==> src/rtl/lsu_dm.sv <==
// Load/store unit: drives the data-memory port for one request at a time,
// splitting misaligned halfword/word accesses into sequential byte beats.
module lsu_dm #(
    parameter int unsigned ADDR_W = 10
) (
    input  logic        clk,
    input  logic        rst_n,
    input  logic        req_valid,
    output logic        req_ready,
    input  logic        req_we,
    input  logic [2:0]  req_funct3,
    input  logic [31:0] req_addr,
    input  logic [31:0] req_wdata,
    output logic        rsp_valid,
    output logic [31:0] rsp_rdata,
    output logic        rsp_err,
    output logic        DMWr,
    output logic [2:0]  DMCtrl,
    output logic [31:0] addr,
    output logic [31:0] DataWr,
    input  logic [31:0] DataRd
);

    typedef enum logic [1:0] {IDLE, BEAT, RESP} state_t;

    state_t      state_q, state_d;
    logic        we_q, we_d;
    logic [2:0]  f3_q, f3_d;
    logic [31:0] addr_q, addr_d;
    logic [31:0] wdata_q, wdata_d;
    logic [1:0]  beat_q, beat_d;
    logic [23:0] asm_q, asm_d;
    logic [31:0] rdata_q, rdata_d;
    logic        err_q, err_d;

    logic [32:0] req_end;
    logic        req_bad;
    logic [2:0]  size_q;
    logic        misal;
    logic        last_beat;
    logic [31:0] gathered;
    logic [31:0] load_res;

    function automatic logic [2:0] size_of(input logic [2:0] f3);
        case (f3[1:0])
            2'b00:   size_of = 3'd1;
            2'b01:   size_of = 3'd2;
            default: size_of = 3'd4;
        endcase
    endfunction

    // Last byte address in 33 bits so a 32-bit wrap also lands out of range.
    always_comb begin
        req_end = {1'b0, req_addr} + {30'b0, size_of(req_funct3)} - 33'd1;
        req_bad = (|(req_end >> ADDR_W)) ||
                  (req_we ? (req_funct3 > 3'd2)
                          : (req_funct3 == 3'b011 || req_funct3[2:1] == 2'b11));
    end

    always_comb begin
        size_q    = size_of(f3_q);
        misal     = (f3_q[1:0] == 2'b01 && addr_q[0]) ||
                    (f3_q[1:0] == 2'b10 && addr_q[1:0] != 2'b00);
        last_beat = !misal || ({1'b0, beat_q} == size_q - 3'd1);
        gathered  = {8'b0, asm_q};
        gathered[{beat_q, 3'b000} +: 8] = DataRd[7:0];
        case (f3_q)
            3'b001:  load_res = {{16{gathered[15]}}, gathered[15:0]};
            3'b101:  load_res = {16'b0, gathered[15:0]};
            default: load_res = gathered;
        endcase
    end

    // Memory port depends on registered state only; reset suppresses writes.
    always_comb begin
        DMWr   = 1'b0;
        DMCtrl = 3'b000;
        addr   = '0;
        DataWr = '0;
        if (state_q == BEAT) begin
            DMWr = we_q && rst_n;
            if (misal) begin
                DMCtrl = we_q ? 3'b000 : 3'b100;
                addr   = addr_q + {30'b0, beat_q};
                DataWr = {24'b0, wdata_q[{beat_q, 3'b000} +: 8]};
            end else begin
                DMCtrl = f3_q;
                addr   = addr_q;
                DataWr = wdata_q;
            end
        end
    end

    always_comb begin
        state_d = state_q;
        we_d    = we_q;
        f3_d    = f3_q;
        addr_d  = addr_q;
        wdata_d = wdata_q;
        beat_d  = beat_q;
        asm_d   = asm_q;
        rdata_d = rdata_q;
        err_d   = err_q;
        case (state_q)
            IDLE: begin
                if (req_valid) begin
                    we_d    = req_we;
                    f3_d    = req_funct3;
                    addr_d  = req_addr;
                    wdata_d = req_wdata;
                    beat_d  = '0;
                    asm_d   = '0;
                    if (req_bad) begin
                        state_d = RESP;
                        err_d   = 1'b1;
                        rdata_d = '0;
                    end else begin
                        state_d = BEAT;
                    end
                end
            end
            BEAT: begin
                asm_d = gathered[23:0];
                if (last_beat) begin
                    state_d = RESP;
                    err_d   = 1'b0;
                    rdata_d = we_q ? '0 : (misal ? load_res : DataRd);
                end else begin
                    beat_d = beat_q + 2'd1;
                end
            end
            default: state_d = IDLE;
        endcase
    end

    always_ff @(posedge clk) begin
        if (!rst_n) begin
            state_q <= IDLE;
            we_q    <= 1'b0;
            f3_q    <= '0;
            addr_q  <= '0;
            wdata_q <= '0;
            beat_q  <= '0;
            asm_q   <= '0;
            rdata_q <= '0;
            err_q   <= 1'b0;
        end else begin
            state_q <= state_d;
            we_q    <= we_d;
            f3_q    <= f3_d;
            addr_q  <= addr_d;
            wdata_q <= wdata_d;
            beat_q  <= beat_d;
            asm_q   <= asm_d;
            rdata_q <= rdata_d;
            err_q   <= err_d;
        end
    end

    assign req_ready = (state_q == IDLE);
    assign rsp_valid = (state_q == RESP);
    assign rsp_rdata = rdata_q;
    assign rsp_err   = err_q;

endmodule
==> config.mk <==
export PLATFORM = sky130hd
export DESIGN_NAME = lsu_dm
export DESIGN_NICKNAME = d
export VERILOG_FILES = /design/src/rtl/lsu_dm.sv
export SDC_FILE = /design/constraint.sdc
export NUM_CORES = 1
export LEC_CHECK = 0
export CAP_MARGIN = 20
export CORE_MARGIN = 4
export CORE_UTILIZATION = 55
export DETAILED_ROUTE_END_ITERATION = 10
export PLACE_DENSITY = 0.95
export SETUP_SLACK_MARGIN = 0.5
export SYNTH_ARGS = -nofsm -noshare
export SYNTH_HDL_FRONTEND = slang
export SYNTH_SLANG_ARGS = --single-unit
==> constraint.sdc <==
create_clock -name clk -period 9.48 [get_ports clk]
set_clock_uncertainty 0.2 [all_clocks]
set_input_delay 2.844 -clock clk [delete_from_list [all_inputs] [get_ports clk]]
set_output_delay 2.844 -clock clk [all_outputs]
set_load 0.01 [all_outputs]
Yosys cells after proc, flatten, opt, wreduce, memory -nomap -nowiden:

Cells that the tools add are included.
Widths: inputs -> output; s select.

* register bits after elaboration: 129
* input bits: 103
* output and inout bits: 103
* logic and storage cells: 84

* add/subtract/negate cells: 6
* $lt $le $gt $ge: 1
* eq/ne operators: 14
* shift operators: 3
* mux-type cells: 32
* reduce and logical (&&, ||, !) cells: 19

Operator list (number)
* $mux 32: 9
* $pmux 32 s2: 2
* $pmux 24 s2: 1
* $add 32x3->33: 1
* $sub 33x1->33 const B: 1
* $add 32x2->32: 1
* $bwmux 32: 1
* $shift 8x7->32 const A: 1
* $shiftx 32x6->8: 1
* $shiftx 8x7->32: 1
* $mux 24: 1
* $reduce_or 23->1: 1
* $pmux 3 s2: 2
* $mux 2: 5
* $mux 3: 3
* $pmux 2 s2: 2
* $neg 5->7: 1
* $eq 2x1->1 const B: 3
* $eq 2x2->1 const B: 3
* $logic_not 2->1: 3
* $ne 2x2->1 const B: 3
* $reduce_and 2->1: 3
* $mux 1: 5
* $logic_or 1x1->1: 4
* 14 further kinds: 17

Longest topological paths before layout:

Gate-level depths: netlist of run 1.

* word-level depth: 9
* gate-level depth with buffers: 16
* depth with buffers taken out: 15

Least setup slack after synthesis of run 1:

OpenSTA, ideal clock, no wires.

* path type: input-to-output
* start point: input rst_n
* end point: output DMWr
* arrival time: 3.256 ns
* required time: 6.436 ns
* slack: 3.180 ns
* stages: 2
* buffers on the path: 1
* cell sequence: clkbuf_1 -> and3_1

* word-level cells in the longest chain between the ends: 2

Ends and longest elaborated chain
* start: declaration: line 7 `input logic rst_n,`
* $logic_and 1x1->1: line 81 `DMWr = we_q && rst_n;`
* $mux 1: line 80 `if (state_q == BEAT) begin`
* end: declaration: line 17 `output logic DMWr,`

No other way between the ends.

Worst setup path in the final report of run 1:

* start point: register f3_q[0]
* end point: output addr[25]

* word-level cells in the longest chain between the ends: 5
* elaborated cells on any way between the ends: 7
* classes of those cells: eq/ne (2); mux (2); reduce/logical (3)

Ends and longest elaborated chain
* start: declaration: line 28 `logic [2:0] f3_q, f3_d;`
* start signal: assignment: line 140 `f3_q <= '0;`
* start signal: assignment: line 150 `f3_q <= f3_d;`
* $eq 2x1->1 or $eq 2x2->1 (tied branches): line 62, 63
* $logic_and 1x1->1 (on tied branches): line 62, 63
* $logic_or 1x1->1 *: line 62 `misal = (f3_q[1:0] == 2'b01 && addr_q[0]) ||`
* $mux 32 *: line 82 `if (misal) begin`
* $mux 32 *: line 80
* end: declaration: line 19 `output logic [31:0] addr,`

Every way passes the cells marked *; elsewhere a longest branch is shown, timed or not.

==> results of run 1 <==
[per-layer routing]
metal  part of all wire (%)  up-vias  GRT usage, %
met5                      0        -             0
met4                    4.4        0          12.9
met3                    7.2       89          6.68
met2                     48      448          49.9
met1                     41     4371          37.1
li1                       -     4355             -
[worst min-delay path by stage]
stage                                    start                         end  slack, ps
detailed placement  rsp_rdata[26]$_SDFFE_PN0P_  rsp_rdata[26]$_SDFFE_PN0P_        250
finish              rsp_rdata[26]$_SDFFE_PN0P_  rsp_rdata[26]$_SDFFE_PN0P_        250
global route        rsp_rdata[26]$_SDFFE_PN0P_  rsp_rdata[26]$_SDFFE_PN0P_        280
CTS                 rsp_rdata[26]$_SDFFE_PN0P_  rsp_rdata[26]$_SDFFE_PN0P_        260
floorplan             wdata_q[16]$_SDFFE_PN0P_    wdata_q[16]$_SDFFE_PN0P_        250
global placement    rsp_rdata[14]$_SDFFE_PN0P_  rsp_rdata[14]$_SDFFE_PN0P_        240
[stage by stage]
stage / setup WS [ps] / instances
global placement: 2040 / 1501
floorplan: 3180 / 1150
finish: 1410 / 1537
detailed placement: 1960 / 1501
global route: 1030 / 1537
CTS: 1440 / 1533
[cell usage after synthesis (4+ instances only)]
master    number
dfxtp_1      129
a211oi_1       6
a22o_1        10
o21bai_1       4
o21ai_0       33
a221o_1        8
a21o_1         4
xnor2_1       11
nand2_1      265
a21oi_1       56
nor4_1         7
clkbuf_1      60
inv_1         46
a31oi_1        6
nor3b_1        4
o21a_1         8
and3_1        42
o21ai_1        5
o221ai_1      16
ha_1          40
nor2b_1       30
o31ai_1        4
o211ai_1      13
mux4_2         8
and2_1        25
mux2i_1       36
a22oi_1       17
nand4_1       12
xor2_1        28
buf_2          7
a21boi_0      71
nand3_1       22
nor2_1        66
nor3_1         7
[cell families (layout without fill, tap and decap cells)]
group | Yosys count | in the layout | share of synthesized area [%]
adder cells (fa/ha/maj) | 41 | 41 | 5.96
AO/OA/AOI/OAI | 278 | 278 | 22.3
AND/OR/NAND/NOR | 499 | 499 | 26.5
multiplexers | 44 | 44 | 6.19
XOR/XNOR | 39 | 39 | 3.91
flip-flops | 129 | 129 | 29.6
other | 0 | 1 | 0
buffers and inverters | 120 | 295 | 5.53
[critical path: stages (launching register included)]
cell             delay (ps)
dfxtp_1                 500
nor2b_1                 800
a2bb2oi_4               450
nor4b_1                 820
nand2_1                 240
nor2_1                  240
and3_1                  290
and3_1                  340
nand3_1                 140
xor2_1                  160
nor2_1                   90
clkdlybuf4s50_1         550
[cell usage in the layout (no fill, tap or decap), drive strengths merged, types with 16 or more instances in the layout]
master and instances:
dfxtp 129, xor2 28, mux2i 36, clkdlybuf4s50 204
nor2 67, clkbuf 20, and3 42, nand3 22
inv 49, and2 25, nand2 265, a21boi 71
a22oi 17, a21oi 57, ha 40, o221ai 16
o21ai 38, nor2b 30
[cell type report]
class | count | share of cell area (%)
clock inverters | 14 | 1.36
clock buffers | 18 | 3.83
well taps | 211 | 2.30
multi-input cells | 901 | 49.7
diodes | 1 | 0.0218
flip-flops and latches | 129 | 22.5
inverters | 46 | 1.51
repair buffers | 217 | 18.8
[state kept, by name (all words and copies together), names as in the netlist]
signal	flops
we_q	1
rsp_rdata	32
f3_q	3
wdata_q	32
beat_q	2
rsp_err	1
state_q	2
asm_q	24
addr_q	32
[power breakdown]
| group | internal [µW] | leakage, µW | switching [µW] | total (µW) |
|---|---|---|---|---|
| combinational | 121 | 0.00307 | 153 | 274 |
| sequential | 560 | 0.00105 | 18.3 | 578 |
| clock | 397 | 0.000278 | 264 | 661 |
| total | 1080 | 0.00439 | 436 | 1510 |
==> results.cfg, run 1 <==
[sta]
hold_viol = 0
period_minus_slack_ps = 8070
slew_headroom_pct = 26.5
worst_hold_slack_ps = 255
max_freq_mhz = 124
rsz0062_at_grt = false
setup_violations = 0
worstMarginPinSlew_ps = 1090
drv_slew = 0
fin_crit_sh_pct = 85.1
setup_tns_ps = 0

[final_layout]
stdcell_area_um2 = 11500
layout.area.seq_um2 = 2580
fin_nets = 1456
final_util_pct = 74.6
drive_above_1_share_pct = 5.43
nFillCells = 1112
area_growth_syn_to_layout_pct = 31.4
multi_input_area_um2 = 5690

[floorplanning]
rows = 45
io_pins = 206
die_h_um = 134
initial_core_util_pct = 56.8
die_area_um2 = 17900
fp.dieW_um = 134
coreArea_um2 = 15400

[logic_synthesis]
synth.ff_latch_count = 129
synth_top_area_cell = dfxtp_1
async_reset_ff_share_pct = 0
netlist.area_leader.share_pct = 29.6
synthCells = 1150
synth_edf_count = 0
synth_warnings = 0
synth_flop_cell = dfxtp_1
ys_types = 63
synth_nets = 1294
yosysSeqAreaShare_pct = 29.6
synth_area_um2 = 8730
synthTopCellsByArea = dfxtp_1 (30%), nand2_1 (11%), a21boi_0 (6.1%), ha_1 (5.7%), mux2i_1 (4.1%)
postSynthAreaPerCell_um2 = 7.59

[critical_path]
crit_required_ps = 6440
rr_worst_depth = 10
worst-path-max-fanout = 48
criticalPathCategory = reg2out
crit_end = addr[25]
startpoint = f3_q[0]$_SDFFE_PN0P_
critPathCaptureType = primary output
worstReg2RegStart = f3_q[0]$_SDFFE_PN0P_
r2r-end = rsp_rdata[18]$_SDFFE_PN0P_
r2r_slack_ps = 5500
crit_path_start_kind = register
cp.arrival_ps = 5020

[routing]
dr.pass1.iters = 5
vias = 9263
wl_per_cell_um = 18.0
drt_iter0_markers = 870
drc_errors = 0
wl_mm = 27.7
postRouteAntennaNets = 0
viasPerCell = 6.03

[clock_tree]
cts_root_buf = clkbuf_16
htreeDepth = 4
path_clk_slew_ps = 60
ctsHoldBuffers = 0
cts_tree = done
cts_resized = 0
clk_latency_ps = 420
cts_buffers = 17
cts.sinks = 129
post_cts_buffers = 0
clockBufferDepth = 2

[global_routing]
grt_start_max_net_pins = 131
grt_pass1_wl_mm = 43.9
grt_antenna_before_repair = 1
grt-ovfl-total = 0
grt_use_total_pct = 29.9
grt_pass1_vias = 8715

[power]
ir_worst_vdd_mv = 0.129
finalPower_uw = 1510
p_leak_uw = 0.00439
power.density_nw_per_um2 = 132

[placed_design]
post_dp_cell_area_um2 = 10800
dp_hpwl_mm = 20.1
gp_congestion = 0.932
io_buffers = 205

[run_status]
status = finished, final reports clean

[run]
cap_viol_max_count = 0

[min_path]
hp-class = reg2reg
min_path_cells = 2
(Power assumes the default switching activity.)
==> inputs of run 2 (changes only) <==
--- a/config.mk
+++ b/config.mk
@@ -8,6 +8,7 @@
 export CAP_MARGIN = 20
 export CORE_MARGIN = 4
 export CORE_UTILIZATION = 55
+export CTS_CLUSTER_DIAMETER = 80
 export DETAILED_ROUTE_END_ITERATION = 10
 export PLACE_DENSITY = 0.95
 export SETUP_SLACK_MARGIN = 0.5
==> results of run 2 <==
Same layout as run 1: the final DEF is identical, and so are final timing and power.
==> inputs of run 3 (changes only) <==
--- a/config.mk
+++ b/config.mk
@@ -12,6 +12,7 @@
 export DETAILED_ROUTE_END_ITERATION = 10
 export PLACE_DENSITY = 0.95
 export SETUP_SLACK_MARGIN = 0.5
+export SKIP_LAST_GASP = 1
 export SYNTH_ARGS = -nofsm -noshare
 export SYNTH_HDL_FRONTEND = slang
 export SYNTH_SLANG_ARGS = --single-unit
==> results of run 3 <==
Same layout as run 1: the final DEF is identical, and so are final timing and power.
